==> config.mk <==
export PLATFORM = sky130hd
export DESIGN_NAME = mux81_rr_sched_flat
export DESIGN_NICKNAME = d
export VERILOG_FILES = /design/src/rtl/mux81_rr_sched_if.sv /design/src/rtl/mux81_rr_sched.sv /design/src/flat_wrapper.sv
export SDC_FILE = /design/constraint.sdc
export NUM_CORES = 1
export LEC_CHECK = 0
export CAP_MARGIN = 20
export CORE_MARGIN = 4
export CORE_UTILIZATION = 52
export DETAILED_ROUTE_END_ITERATION = 6
export GPL_TIMING_DRIVEN = 0
export PLACE_DENSITY = 0.88
export SLEW_MARGIN = 25
export SYNTH_ARGS = -nofsm -noshare
export SYNTH_HDL_FRONTEND = slang
export SYNTH_SLANG_ARGS = --single-unit
export TNS_END_PERCENT = 20
==> constraint.sdc <==
create_clock -name clk -period 3.4 [get_ports clk]
set_clock_uncertainty 0.15 [all_clocks]
set_input_delay 0.51 -clock clk [delete_from_list [all_inputs] [get_ports clk]]
set_output_delay 0.51 -clock clk [all_outputs]
set_load 0.01 [all_outputs]
==> src/rtl/mux81_rr_sched_if.sv <==
// rtl/mux81_rr_sched_if.sv - request/data/grant bundle between requesters and the mux81 round-robin scheduler
interface mux81_rr_sched_if;
    logic [7:0] req;
    logic [7:0] in_word;
    logic [7:0] grant;
    logic [2:0] sel;
    logic       busy;
    logic       out_bit;
    logic       out_valid;

    modport master (
        output req, in_word,
        input  grant, sel, busy, out_bit, out_valid
    );

    modport slave (
        input  req, in_word,
        output grant, sel, busy, out_bit, out_valid
    );
endinterface

==> src/rtl/mux81_rr_sched.sv <==
// rtl/mux81_rr_sched.sv - round-robin, dwell-bounded scheduler driving the 8:1 bit mux select
module mux81_rr_sched #(
    parameter int DWELL = 4
) (
    input  logic                   clk,
    input  logic                   rst,
    mux81_rr_sched_if.slave        bus
);
    typedef enum logic {IDLE, GRANT} state_t;

    localparam logic [7:0] DWELL_LAST = 8'(DWELL - 1);

    state_t     state_q, state_d;
    logic [2:0] ptr_q, ptr_d;
    logic [7:0] cnt_q, cnt_d;
    logic [2:0] g_q, g_d;
    logic [7:0] grant_q, grant_d;
    logic [2:0] sel_q, sel_d;
    logic       busy_q;
    logic       out_bit_q;
    logic       out_valid_q;
    logic [3:0] pick_idle;
    logic [3:0] pick_next;
    logic       grant_end;

    // Returns {found, index} of the first requester at or after p, wrapping mod 8.
    function automatic logic [3:0] arb(input logic [2:0] p, input logic [7:0] r);
        logic [3:0] res;
        logic [2:0] idx;
        res = 4'd0;
        for (int k = 7; k >= 0; k--) begin
            idx = p + 3'(k);
            if (r[idx]) res = {1'b1, idx};
        end
        return res;
    endfunction

    always_comb begin
        state_d   = state_q;
        ptr_d     = ptr_q;
        cnt_d     = cnt_q;
        g_d       = g_q;
        grant_d   = grant_q;
        sel_d     = sel_q;
        pick_idle = arb(ptr_q, bus.req);
        pick_next = arb(g_q + 3'd1, bus.req);
        grant_end = !bus.req[g_q] || (cnt_q == DWELL_LAST);

        case (state_q)
            IDLE: begin
                grant_d = 8'd0;
                if (pick_idle[3]) begin
                    g_d     = pick_idle[2:0];
                    grant_d = 8'd1 << pick_idle[2:0];
                    sel_d   = pick_idle[2:0];
                    cnt_d   = 8'd0;
                    state_d = GRANT;
                end
            end
            GRANT: begin
                if (grant_end) begin
                    // Re-arbitrate from the advanced pointer so handover has no idle gap.
                    ptr_d = g_q + 3'd1;
                    cnt_d = 8'd0;
                    if (pick_next[3]) begin
                        g_d     = pick_next[2:0];
                        grant_d = 8'd1 << pick_next[2:0];
                        sel_d   = pick_next[2:0];
                    end else begin
                        grant_d = 8'd0;
                        state_d = IDLE;
                    end
                end else begin
                    cnt_d = cnt_q + 8'd1;
                end
            end
            default: begin
                grant_d = 8'd0;
                state_d = IDLE;
            end
        endcase
    end

    always_ff @(posedge clk) begin
        if (rst) begin
            state_q     <= IDLE;
            ptr_q       <= 3'd0;
            cnt_q       <= 8'd0;
            g_q         <= 3'd0;
            grant_q     <= 8'd0;
            sel_q       <= 3'd0;
            busy_q      <= 1'b0;
            out_bit_q   <= 1'b0;
            out_valid_q <= 1'b0;
        end else begin
            state_q     <= state_d;
            ptr_q       <= ptr_d;
            cnt_q       <= cnt_d;
            g_q         <= g_d;
            grant_q     <= grant_d;
            sel_q       <= sel_d;
            busy_q      <= (grant_d != 8'd0);
            out_bit_q   <= bus.in_word[sel_q];
            out_valid_q <= busy_q;
        end
    end

    assign bus.grant     = grant_q;
    assign bus.sel       = sel_q;
    assign bus.busy      = busy_q;
    assign bus.out_bit   = out_bit_q;
    assign bus.out_valid = out_valid_q;
endmodule
==> src/flat_wrapper.sv <==
// flat-port wrapper written by rule: the top's interface ports become plain ports
module mux81_rr_sched_flat 
#(
    parameter int DWELL = 4
)
  (clk, rst, bus_req, bus_in_word, bus_grant, bus_sel, bus_busy, bus_out_bit, bus_out_valid);
  mux81_rr_sched_if bus_i ();
  input  logic clk;
  input  logic rst;
  input wire logic [$bits(bus_i.req)-1:0] bus_req;
  input wire logic [$bits(bus_i.in_word)-1:0] bus_in_word;
  output wire logic [$bits(bus_i.grant)-1:0] bus_grant;
  output wire logic [$bits(bus_i.sel)-1:0] bus_sel;
  output wire logic [$bits(bus_i.busy)-1:0] bus_busy;
  output wire logic [$bits(bus_i.out_bit)-1:0] bus_out_bit;
  output wire logic [$bits(bus_i.out_valid)-1:0] bus_out_valid;
  assign bus_i.req = bus_req;
  assign bus_i.in_word = bus_in_word;
  assign bus_grant = bus_i.grant;
  assign bus_sel = bus_i.sel;
  assign bus_busy = bus_i.busy;
  assign bus_out_bit = bus_i.out_bit;
  assign bus_out_valid = bus_i.out_valid;
  mux81_rr_sched #(.DWELL(DWELL)) u_core (.clk(clk), .rst(rst), .bus(bus_i));
endmodule
==> impl_metrics.tcl, run 1 <==
set metrics [dict create \
    cp_cell_sequence "buf_8 -> buf_8 -> inv_4 -> ha_4 -> mux4_2 -> or3_1 -> o311ai_2 -> nand3_1 -> a21o_1 -> a31oi_4 -> o311ai_4 -> nor4_2 -> a41oi_1" \
    path_buf_inv 3 \
    synth.area.top_cells "dfxtp_1, mux4_2, mux2i_1" \
    fillers 316 \
    n_antenna_cell 0 \
    syn_area_um2 2990 \
    path_common_cell "buf_8" \
    initial_utilization 0.539 \
    p_total_mw 5.01 \
    endpoint "u_core.bus.busy" \
    die_y_um 83.8 \
    utilization 0.784 \
    cts-root-buf "clkbuf_8" \
    rsz0062_at_grt "true" \
    drc 0 \
    placed_cell_area_um2 3480 \
    yosys.cell_types.count 65 \
    path_delay_family "simple AND/OR/NAND/NOR gates" \
    slew_headroom 0.531 \
    layout_common_cells "buf_4, nor2_1, clkdlybuf4s50_1" \
    worstReg2RegStart "u_core.g_q[0]" \
    fin_crit_sh 1.09 \
    final_area_um2 4350 \
    synth.top_cell.area_share 0.174 \
    cts_buffer_depth 2 \
    path_max_fanout 6 \
    setup_violations 10 \
    ant_nets 0 \
    core_area_um2 5540 \
    die_w_um 83.8 \
    synth_top_cell_by_area "dfxtp_1" \
    first_iter_violations 320 \
    p_leak_nw 1.67 \
    cap_violations 0 \
    nets 434 \
    ys_ff_latch 26 \
    synth_flop_cell "dfxtp_1" \
    slowest_delay_ps 620 \
    cp-start-kind "register" \
    synth_area_per_cell_um2 8.92 \
    crit_start "u_core.g_q[0]" \
    max_freq_mhz 269 \
    grt_pass1_vias 3041 \
    netlist_instances 335 \
    worst_ep_arrival_time_ps 3710 \
    rrSetupSlack_ps -320 \
    finalHoldViolCount 0 \
    grt_max_degree 15 \
    first_pass_iters 5 \
    endpoint_kind "register" \
    min-delay-path-class "reg -> reg" \
    power-per-cell-area_nw_per_um2 1150 \
    dieArea_um2 7020 \
    slew_violations 0 \
    ys_warn_count 0 \
    cts.sinks 26 \
    crit_slowest_cell "mux4_2" \
    overflow 0 \
    cts_buffers 3 \
    cts.reportedPaths.clkPinSlew_ps 90 \
    cp.depth 13 \
    routed_wl_mm 10.7 \
    period_needed_ps 3720 \
    port_buffers 31 \
    async_flop_share 0 \
    final_common_cell "buf_4" \
    rows 27 \
    num_io_pins 32 \
    cts_tree "built" \
    routed-via-count 3432 \
    worstRegToRegCells 13 \
    area_growth_pct 45.5 \
    preCtsSetupSlack_ps -578 \
    finalWorstSetupSlack_ps -315 \
    yosysSeqAreaShare 0.174 \
    clk-insertion-delay-late_ps 280 \
    gp_congestion 0.970 \
    critPathKind "reg -> reg" \
    max-vdd-ir-drop_mv 0.908 \
    syn-num-nets 358 \
    antenna_found_initial 0 \
    grt_pass1_wl_mm 14.5 \
    violations "setup timing" \
    drive_gt1_frac 0.393 \
    dp_hpwl_mm 5.85 \
    synth_edf_count 0 \
    required_ps 3390 \
    drt-wirelength-per-cell_um 22.2 \
    htree_levels 1 \
    status "finished, violations left" \
    viasPerCell 7.12 \
    grtUsageTotal 0.245 \
    tightest_slew_ps 697 \
    rr_endpoint "u_core.bus.busy" \
]
[synth_stat cells (all sizes together) (3+ instances only)]
| master | n |
|---|---|
| nor2 | 31 |
| dfxtp | 26 |
| mux2i | 24 |
| mux4 | 22 |
| a21oi | 18 |
| nand2 | 15 |
| o21ai | 15 |
| clkbuf | 14 |
| a211oi | 13 |
| buf | 13 |
| nor4 | 10 |
| nand3 | 9 |
| inv | 8 |
| nand3b | 8 |
| nor2b | 8 |
| nor3 | 7 |
| o311ai | 7 |
| a31oi | 6 |
| mux2 | 6 |
| a21o | 5 |
| and3 | 5 |
| ha | 5 |
| xor2 | 5 |
| a22oi | 4 |
| and2 | 4 |
| nand2b | 4 |
| or3 | 4 |
| a221oi | 3 |
| nor3b | 3 |
| xnor2 | 3 |
[report_power, final]
group	switching [mW]	leakage, nW	internal, mW
Sequential	0.0836	0.214	0.385
Clock	0.103	0.0288	0.104
Combinational	2.33	1.43	2.01
Total	2.52	1.67	2.49
[per-stage QoR]
stage / setup TNS (ps) / hold WS [ps] / instances
2_1_floorplan: 0 / 308 / 335
3_3_place_gp: -3960 / 298 / 438
3_5_place_dp: -5960 / 315 / 438
4_1_cts: -121 / 331 / 461
5_1_grt: -2320 / 340 / 482
6_report: -912 / 333 / 482
[worst min-delay path by stage]
stage	startpoint	to	slack, ps	depth (start not counted)
floorplan	u_core.cnt_q[7]	u_core.cnt_q[7]	310	2
global placement	u_core.bus.busy	u_core.bus.out_valid	300	1
detailed placement	u_core.bus.busy	u_core.bus.out_valid	320	1
CTS	u_core.bus.busy	u_core.bus.out_valid	330	1
global route	u_core.bus.busy	u_core.bus.out_valid	340	1
finish	u_core.bus.busy	u_core.bus.out_valid	330	1
[worst register-to-register path, delay by kind of cell (launching register included)]
family / cells / cell delay [ps]
AND/OR/NAND/NOR: 3 / 940
multiplexers: 1 / 620
AO/OA/AOI/OAI: 5 / 930
buffers and inverters: 3 / 240
flip-flops: 1 / 390
adder cells (fa/ha/maj): 1 / 320
[sequential cells by signal (all words and copies together), names as in the netlist]
name and count:
u_core.g_q 3, u_core.cnt_q 8, u_core.bus.out_bit 1, u_core.bus.out_valid 1, u_core.bus.busy 1, u_core.bus.grant 8
u_core.ptr_q 3, u_core.state_q 1
[layout make-up]
class	instances	area [µm²]	share of cell area
buffer	26	220	0.0507
clock buffer	4	55.1	0.0127
inverter	9	40.0	0.00921
multi-input combinational	273	2790	0.643
sequential	26	529	0.122
tap	72	90.1	0.0207
timing repair buffer	72	618	0.142
[per-layer routing]
metal  track usage  up-vias  wire length, µm
met4        0.0614        0              567
met2         0.454      249             5480
met3        0.0178       58              756
met5             0        -                0
li1              -     1452                -
met1         0.306     1673             3890
[what timing repair did]
item | 4_1_cts | 5_1_grt
pin swaps | 13 | 30
resized for setup | 51 | 60
endpoints found under the setup margin | 20 | 12
buffers inserted | 20 | 21
hold buffers | 0 | 0
gates cloned | 1 | 0
[cell families (layout without fill, tap and decap cells)]
group           count (synthesis)  count (layout)  share of synthesized area
mux                            52              52                      0.276
xor+xnor                       10              10                     0.0390
buf+inv                        36             111                     0.0566
compound gates                 93              93                      0.226
simple gates                  113             113                      0.208
fa+ha+maj                       5               5                     0.0209
flops                          26              26                      0.174
Note: power is estimated with default switching activity, not from simulation.
==> inputs of run 2 (changes only) <==
--- a/config.mk
+++ b/config.mk
@@ -6,6 +6,7 @@
 export NUM_CORES = 1
 export LEC_CHECK = 0
 export CAP_MARGIN = 20
+export CORE_ASPECT_RATIO = 1.4
 export CORE_MARGIN = 4
 export CORE_UTILIZATION = 52
 export DETAILED_ROUTE_END_ITERATION = 6
==> constraint.sdc (replaced) <==
create_clock -name clk -period 3.4 [get_ports clk]
set_clock_uncertainty 0.15 [all_clocks]
set_input_delay 0.68 -clock clk [delete_from_list [all_inputs] [get_ports clk]]
set_output_delay 0.68 -clock clk [all_outputs]
set_load 0.01 [all_outputs]
==> impl_metrics.tcl, run 2 (synthesis gave the netlist of run 1 again) <==
set metrics [dict create \
    max-vdd-ir-drop_mv 0.973 \
    viasPerCell 7.25 \
    preCtsSetupSlack_ps -701 \
    rows 32 \
    cts.reportedPaths.clkPinSlew_ps 110 \
    cts_buffers 3 \
    die_y_um 97.7 \
    setup_violations 12 \
    area_growth_pct 51.3 \
    min-delay-start "u_core.bus.busy" \
    dp_hpwl_mm 5.84 \
    utilization 0.818 \
    setup_tns_ps -1980 \
    p_sw_mw 2.72 \
    slowest_delay_ps 640 \
    num_io_pins 32 \
    period_needed_ps 3790 \
    routed-via-count 3510 \
    path_buf_inv 4 \
    final_area_um2 4520 \
    nets 440 \
    ant_nets 0 \
    placed_cell_area_um2 3470 \
    cts-root-buf "clkbuf_8" \
    placed_cells 434 \
    stdcell_count 484 \
    fin_crit_sh 1.12 \
    htree_levels 1 \
    clk-insertion-delay-late_ps 290 \
    dieArea_um2 7040 \
    required_ps 3400 \
    slew_headroom 0.569 \
    gp_congestion 0.911 \
    crit_start "u_core.g_q[0]" \
    postCtsHoldBufs 0 \
    core_area_um2 5530 \
    grt_pass1_wl_mm 14.2 \
    rsz0062_at_grt "true" \
    violations "setup timing" \
    cp_cell_sequence "buf_8 -> buf_12 -> inv_8 -> ha_4 -> mux4_2 -> or3_4 -> o311ai_2 -> nand3_1 -> a21o_1 -> a31oi_4 -> buf_6 -> nor3_4 -> a2111oi_2 -> a41oi_2" \
    antenna_found_initial 0 \
    finalWorstSetupSlack_ps -391 \
    p_total_mw 5.38 \
    cts_tree "built" \
    crit_slowest_cell "mux4_2" \
    worst_ep_arrival_time_ps 3790 \
    drt-wirelength-per-cell_um 24.4 \
    path_max_fanout 7 \
    cts.sinks 26 \
    drc 0 \
    seqPwrFrac 0.089 \
    combPwrFrac 0.870 \
    min-delay-path-class "reg -> reg" \
    path_delay_family "compound AO/OA/AOI/OAI gates" \
    max_freq_mhz 264 \
    swShare 0.506 \
    holdWs_ps 335 \
    grt_pass1_vias 3011 \
    grt_max_degree 15 \
    drive_gt1_frac 0.423 \
    layout_common_cells "buf_4, nor2_1, clkdlybuf4s50_1" \
    finalHoldViolCount 0 \
    slew_violations 0 \
    first_pass_iters 5 \
    status "finished, violations left" \
    die_w_um 72.1 \
    cap_violations 0 \
    critPathKind "reg -> reg" \
    routed_wl_mm 11.8 \
    initial_utilization 0.541 \
    port_buffers 31 \
    first_iter_violations 422 \
    p_int_mw 2.66 \
    cp-start-kind "register" \
    p_clk_frac 0.040 \
    grtUsageTotal 0.243 \
    final_common_cell "buf_4" \
    p_leak_nw 1.76 \
    endpoint_kind "register" \
    overflow 0 \
    worstReg2RegStart "u_core.g_q[0]" \
    power-per-cell-area_nw_per_um2 1190 \
    n_antenna_cell 0 \
    tightest_slew_ps 641 \
    cts_buffer_depth 2 \
]
-- run 2: routing by layer --
| layer | track usage | up-vias | routed length, µm |
|---|---|---|---|
| met5 | 0 | - | 0 |
| met4 | 0.0955 | 0 | 998 |
| met3 | 0.0176 | 102 | 870 |
| met2 | 0.433 | 270 | 5920 |
| met1 | 0.297 | 1667 | 4000 |
| li1 | - | 1471 | - |
-- run 2: cell type report --
cell class,count,area (µm²)
fillers,259,1010
flip-flops and latches,26,531
plain buffers,26,256
repair buffers,77,687
clock buffers,4,55.1
well taps,68,85.1
multi-input cells,274,2860
inverters,9,48.8
-- run 2: power by group through the flow --
stage               clock network, mW  registers [mW]  logic (mW)
finish                          0.218           0.480        4.68
global route                    0.223           0.487        4.88
CTS                             0.198           0.456        3.21
detailed placement                  0           0.459        2.85
global placement                    0           0.458        2.80
floorplan                           0           0.471        2.26
-- run 2: what timing repair did --
action / 4_1_cts / 5_1_grt
pin swaps: 9 / 32
gates cloned: 0 / 1
resized for setup: 45 / 105
setup endpoints to repair: 20 / 18
setup buffers: 9 / 38
-- run 2: path summary, 6_finish.rpt --
kind	to	slack [ps]	cells past startpoint
worst max register to register	u_core.bus.busy	-390	14
worst max-delay path	u_core.bus.busy	-390	14
worst min register to register	u_core.bus.out_valid	340	1
worst min-delay path	u_core.bus.out_valid	340	1
